$ cat src/rtl/if_fetch_unit_pkg.sv
// Shared settings for the instruction-fetch front end: datapath width, reset PC
// and the fetch FSM state encoding.
package if_fetch_unit_pkg;

  localparam int unsigned DefaultWordWidth = 32;
  localparam logic [DefaultWordWidth-1:0] DefaultResetPc = '0;

  typedef enum logic [1:0] {
    StFetch = 2'd0,
    StReady = 2'd1,
    StDrain = 2'd2
  } fetch_state_e;

endpackage

$ cat src/rtl/if_fetch_unit_if.sv
// Fetch-unit boundary: instruction-memory req/ack port, hazard/redirect inputs
// and the fetched-instruction outputs toward the IF pipeline register.
interface if_fetch_unit_if #(
  parameter int unsigned WORD_WIDTH = 32
);

  logic                  freeze;
  logic                  branch_taken;
  logic [WORD_WIDTH-1:0] branch_addr;
  logic                  imem_req;
  logic [WORD_WIDTH-1:0] imem_addr;
  logic                  imem_ack;
  logic [WORD_WIDTH-1:0] imem_rdata;
  logic [WORD_WIDTH-1:0] pc_out;
  logic [WORD_WIDTH-1:0] instruction_out;
  logic                  fetch_valid;
  logic                  fetch_stall;

  // Fetch-unit side.
  modport master (
    input  freeze, branch_taken, branch_addr, imem_ack, imem_rdata,
    output imem_req, imem_addr, pc_out, instruction_out, fetch_valid, fetch_stall
  );

  // Environment side: memory, hazard unit, EXE and IF register.
  modport slave (
    output freeze, branch_taken, branch_addr, imem_ack, imem_rdata,
    input  imem_req, imem_addr, pc_out, instruction_out, fetch_valid, fetch_stall
  );

endinterface

$ cat src/rtl/if_fetch_unit.sv
// Instruction-fetch front end: owns the PC, runs the req/ack memory port and
// buffers one fetched instruction until the IF register takes it.
module if_fetch_unit
  import if_fetch_unit_pkg::*;
#(
  parameter int unsigned           WORD_WIDTH = DefaultWordWidth,
  parameter logic [WORD_WIDTH-1:0] RESET_PC   = DefaultResetPc
) (
  input logic           clk,
  input logic           rst,
  if_fetch_unit_if.master bus
);

  fetch_state_e          state_q, state_d;
  logic [WORD_WIDTH-1:0] pc_q, pc_d;
  logic [WORD_WIDTH-1:0] redirect_pc_q, redirect_pc_d;
  logic [WORD_WIDTH-1:0] pc_out_q, pc_out_d;
  logic [WORD_WIDTH-1:0] instr_q, instr_d;

  logic                  req;
  logic                  ack;
  logic [WORD_WIDTH-1:0] pc_plus4;

  assign pc_plus4 = pc_q + WORD_WIDTH'(4);
  // An ack only counts against a request we are actually driving.
  assign ack      = req & bus.imem_ack;

  always_ff @(posedge clk) begin
    if (!rst) begin
      state_q       <= StFetch;
      pc_q          <= RESET_PC;
      redirect_pc_q <= '0;
      pc_out_q      <= '0;
      instr_q       <= '0;
    end else begin
      state_q       <= state_d;
      pc_q          <= pc_d;
      redirect_pc_q <= redirect_pc_d;
      pc_out_q      <= pc_out_d;
      instr_q       <= instr_d;
    end
  end

  always_comb begin
    state_d       = state_q;
    pc_d          = pc_q;
    redirect_pc_d = redirect_pc_q;
    pc_out_d      = pc_out_q;
    instr_d       = instr_q;
    if (bus.branch_taken) begin
      // A request left hanging must be drained at its old address before redirecting.
      if (!req || ack) begin
        pc_d    = bus.branch_addr;
        state_d = StFetch;
      end else begin
        redirect_pc_d = bus.branch_addr;
        state_d       = StDrain;
      end
    end else begin
      unique case (state_q)
        StFetch: begin
          if (ack) begin
            instr_d  = bus.imem_rdata;
            pc_out_d = pc_plus4;
            pc_d     = pc_plus4;
            state_d  = StReady;
          end
        end
        StReady: begin
          if (!bus.freeze) begin
            if (ack) begin
              instr_d  = bus.imem_rdata;
              pc_out_d = pc_plus4;
              pc_d     = pc_plus4;
            end else begin
              state_d = StFetch;
            end
          end
        end
        StDrain: begin
          if (ack) begin
            pc_d    = redirect_pc_q;
            state_d = StFetch;
          end
        end
        default: state_d = StFetch;
      endcase
    end
  end

  always_comb begin
    req = 1'b0;
    if (rst) begin
      unique case (state_q)
        StFetch: req = 1'b1;
        StReady: req = ~bus.freeze;
        StDrain: req = 1'b1;
        default: req = 1'b0;
      endcase
    end
  end

  assign bus.imem_req        = req;
  assign bus.imem_addr       = pc_q;
  assign bus.pc_out          = pc_out_q;
  assign bus.instruction_out = instr_q;
  assign bus.fetch_valid     = (state_q == StReady);
  assign bus.fetch_stall     = (state_q != StReady);

endmodule

$ cat src/flat_wrapper.sv
// flat-port wrapper written by rule: the top's interface ports become plain ports
module if_fetch_unit_flat import if_fetch_unit_pkg::*;
#(
  parameter int unsigned           WORD_WIDTH = DefaultWordWidth,
  parameter logic [WORD_WIDTH-1:0] RESET_PC   = DefaultResetPc
)
  (clk, rst, bus_freeze, bus_branch_taken, bus_branch_addr, bus_imem_ack, bus_imem_rdata, bus_imem_req, bus_imem_addr, bus_pc_out, bus_instruction_out, bus_fetch_valid, bus_fetch_stall);
  if_fetch_unit_if #(.WORD_WIDTH(WORD_WIDTH)) bus_i ();
  input logic clk;
  input logic rst;
  input wire logic [$bits(bus_i.freeze)-1:0] bus_freeze;
  input wire logic [$bits(bus_i.branch_taken)-1:0] bus_branch_taken;
  input wire logic [$bits(bus_i.branch_addr)-1:0] bus_branch_addr;
  input wire logic [$bits(bus_i.imem_ack)-1:0] bus_imem_ack;
  input wire logic [$bits(bus_i.imem_rdata)-1:0] bus_imem_rdata;
  output wire logic [$bits(bus_i.imem_req)-1:0] bus_imem_req;
  output wire logic [$bits(bus_i.imem_addr)-1:0] bus_imem_addr;
  output wire logic [$bits(bus_i.pc_out)-1:0] bus_pc_out;
  output wire logic [$bits(bus_i.instruction_out)-1:0] bus_instruction_out;
  output wire logic [$bits(bus_i.fetch_valid)-1:0] bus_fetch_valid;
  output wire logic [$bits(bus_i.fetch_stall)-1:0] bus_fetch_stall;
  assign bus_i.freeze = bus_freeze;
  assign bus_i.branch_taken = bus_branch_taken;
  assign bus_i.branch_addr = bus_branch_addr;
  assign bus_i.imem_ack = bus_imem_ack;
  assign bus_i.imem_rdata = bus_imem_rdata;
  assign bus_imem_req = bus_i.imem_req;
  assign bus_imem_addr = bus_i.imem_addr;
  assign bus_pc_out = bus_i.pc_out;
  assign bus_instruction_out = bus_i.instruction_out;
  assign bus_fetch_valid = bus_i.fetch_valid;
  assign bus_fetch_stall = bus_i.fetch_stall;
  if_fetch_unit #(.WORD_WIDTH(WORD_WIDTH), .RESET_PC(RESET_PC)) u_core (.clk(clk), .rst(rst), .bus(bus_i));
endmodule
$ cat config.mk
export PLATFORM = sky130hd
export DESIGN_NAME = if_fetch_unit_flat
export DESIGN_NICKNAME = d
export VERILOG_FILES = /design/src/rtl/if_fetch_unit_pkg.sv /design/src/rtl/if_fetch_unit_if.sv /design/src/rtl/if_fetch_unit.sv /design/src/flat_wrapper.sv
export SDC_FILE = /design/constraint.sdc
export NUM_CORES = 1
export LEC_CHECK = 0
export CORE_MARGIN = 2
export CORE_UTILIZATION = 36
export DETAILED_ROUTE_END_ITERATION = 6
export GPL_ROUTABILITY_DRIVEN = 0
export PLACE_DENSITY = 0.62
export SYNTH_ARGS = -nofsm -noshare
export SYNTH_HDL_FRONTEND = slang
export SYNTH_SLANG_ARGS = --single-unit
$ cat constraint.sdc
create_clock -name clk -period 2.4 [get_ports clk]
set_input_delay 0.24 -clock clk [delete_from_list [all_inputs] [get_ports clk]]
set_output_delay 0.24 -clock clk [all_outputs]
set_load 0.01 [all_outputs]
==> summary.txt <==
R2R cell count = 8
Synth warn = 0
Setup Skew = 9.48 ps
Die Wd = 135 um
Total CTS buffers = 17
Clock Power Share = 45.9%
CP Class = flop to output pin
DPL Wire Length = 14100 um
Core region area = 0.0166 mm^2
Worst skew pair latency = 420 ps
WP buf/inv = 2
Layout cells sized above 1 = 9.80%
Fin util = 53.1%
Maximum VDD drop = 0.477 mV
Fmax = 438 MHz
Top cells by count, synth = nand2_1, dfxtp_1, a21oi_1, nor2_1, clkbuf_1
I/O pins = 168
Final slew viol count = 0
H-tree depth = 4
Fin nets = 1020
Die Area = 0.0182 mm^2
Outcome = completed
Distinct cells, synth = 58
TNS Setup = 0 ps
First-pass iteration count of the detailed router = 5
Crit path cell chain = inv_1 > ha_1 > nor2_1 > a21oi_1 > clkdlybuf4s50_1
Final Hold Viols = 0
Synth Cell Area = 0.00616 mm^2
Drt first-iter violations = 355
Routed Wire Length = 20300 um
Post-synthesis cell count = 782
Crit path depth = 5
Dpl cells = 1147
IO buf count = 167
Die span in y = 135 um
Layout area overhead = 43.6%
Largest stage delay, worst path = 500 ps
Ys flop type = dfxtp_1
Reg power frac = 39.0%
Reg2reg start = u_core.state_q[0]
Flops & latches, synth = 130
Hold crit path type = input port to flop
Wirelength per Cell = 17.2 um
Vias in the first global route = 5659
Ant. Diodes = 0
Syn Area/Cell = 7.88 um^2
Nature of the critical path startpoint = flop
Worst EP required = 2160 ps
Internal power = 4560 uW
Top cells by area, synth = dfxtp_1, a21oi_1, nand2_1
CTS tree = yes
Drc violations = 0
Slowest stage cell, crit path = clkdlybuf4s50_1
DR vias = 6269
CP Capture Point = bus_imem_req
Largest net degree at the start of global routing = 92
Asr flop ratio synth = 0%
Final ANT Viol Nets = 0
Critical Path Source = u_core.state_q[0]
CTS Sinks = 130
Number of synthesized flops with an enable pin = 0
WHS = 249 ps
Rel. slew slack = 61.8%
Antenna violations before repair = 0
Final min period = 2280 ps
Leakage = 0.00327 uW
Tcrit/Tclk final = 95.1%
Max-cap violations = 0
Total power = 6100 uW
Reg2reg end = u_core.bus.imem_addr[23]
Worst slew pin tran = 569 ps
Post-CTS Hold Buffers = 0
Most common cell in the netlist = nand2_1
Syn Nets = 856
Non-filler instance count after layout = 1179
Initial Util = 37.0%
Num rows = 47
Post-synthesis sequential area ratio = 42.2%
Reg-to-reg setup timing slack = 210 ps
Share of the synthesized area in the top cell type = 42.2%
Post-synth top area cell = dfxtp_1
GR Overflow Total = 0
Combinational Power Share = 15.0%
Longest Clk Path Bufs = 2
Switch share = 25.2%
Clock root buffer = clkbuf_16
Crit-path max FO = 6
RSZ-0062 raised after global routing = false
Endpoint class of the critical path = output pin
Cell Pwr Density = 690 mW/mm^2
First-pass GRT wire length = 31200 um
Arrival time at the worst endpoint = 2040 ps
GRT Util Overall = 21.9%
Vias per cell = 5.32
Sw Pwr = 1540 uW
# setup viols final = 0
Worst-path clk slew = 60 ps
Crit path max-delay family = buffers and inverters
==> power groups by stage <==
stage / Clock (uW) / Combinational, uW / Sequential, uW
final: 2800 / 917 / 2380
after global placement: 0 / 911 / 2420
after detailed placement: 0 / 914 / 2430
after CTS: 2830 / 919 / 2380
after global routing: 2920 / 992 / 2400
after floorplan: 0 / 404 / 2440
==> registers in the layout, indices dropped and copies added (netlist names) <==
signal                      cells
u_core.redirect_pc_q           32
u_core.bus.instruction_out     32
u_core.state_q                  2
u_core.bus.imem_addr           32
u_core.bus.pc_out              32
==> layout by cell type, fill, tap and decap left out, types with 8 or more instances in the layout <==
master / synthesis / final
clkdlybuf4s50_1: 0 / 166
nand2_1: 132 / 132
dfxtp_1: 130 / 130
a21oi_1: 117 / 117
nor2_1: 54 / 54
buf_4: 2 / 43
nand3_1: 42 / 42
o21ai_0: 26 / 26
and3_1: 18 / 18
a211oi_1: 17 / 17
clkbuf_16: 0 / 17
o21ai_1: 16 / 16
xor2_1: 15 / 15
nand4_1: 14 / 14
xnor2_1: 13 / 13
mux2i_1: 11 / 11
nor3_1: 8 / 8
==> worst min path at each step <==
stage,slack [ps],start,depth (start not counted),end
finish,250,bus_branch_taken,3,u_core.redirect_pc_q[18]
global route,260,bus_branch_taken,3,u_core.redirect_pc_q[18]
CTS,230,bus_branch_taken,3,u_core.redirect_pc_q[18]
detailed placement,440,u_core.redirect_pc_q[15],2,u_core.redirect_pc_q[15]
global placement,440,u_core.redirect_pc_q[15],2,u_core.redirect_pc_q[15]
floorplan,380,bus_imem_rdata[0],2,u_core.bus.instruction_out[0]
==> cells by family after synthesis <==
kind of cell,after synthesis,synth area share [%]
fa+ha+maj,5,1.02
flops,130,42.2
xor+xnor,28,3.98
compound gates,234,22.9
simple gates,299,23.2
mux,11,1.79
buf+inv,75,4.91
==> metrics by stage <==
| step | setup slack, ps | instance area (um^2) |
|---|---|---|
| after global routing | 28.5 | 8840 |
| after global placement | 176 | 8200 |
| after detailed placement | 110 | 8200 |
| final | 118 | 8840 |
| after CTS | 92.0 | 8840 |
| after floorplan | 340 | 6160 |
==> routing by layer <==
| metal | up-vias | global-route usage, % | wire (um) |
|---|---|---|---|
| met2 | 272 | 34.0 | 9060 |
| met5 | - | 0 | 0 |
| met1 | 2876 | 29.4 | 9220 |
| met4 | 0 | 8.30 | 401 |
| li1 | 3093 | - | - |
| met3 | 28 | 5.33 | 1650 |
==> layout make-up <==
class	instances	area [um^2]
well taps	220	275
repair buffers	212	2030
multi-input cells	577	3270
flip-flops and latches	130	2600
clock buffers	22	484
inverters	8	30.0
clock inverters	10	154
fillers	1611	7800
==> tightest hold or removal path, cell delays in order <==
cell and delay, ps:
buf_2 200, nand3_1 120, a21oi_1 50
==> timing repair <==
action / in CTS / in global routing
endpoints found under the setup margin: 0 / 37
setup buffers: 0 / 0
hold endpoints to repair: 0 / 0
gates resized for setup: 0 / 1
Power figures use the tool's default switching activity.
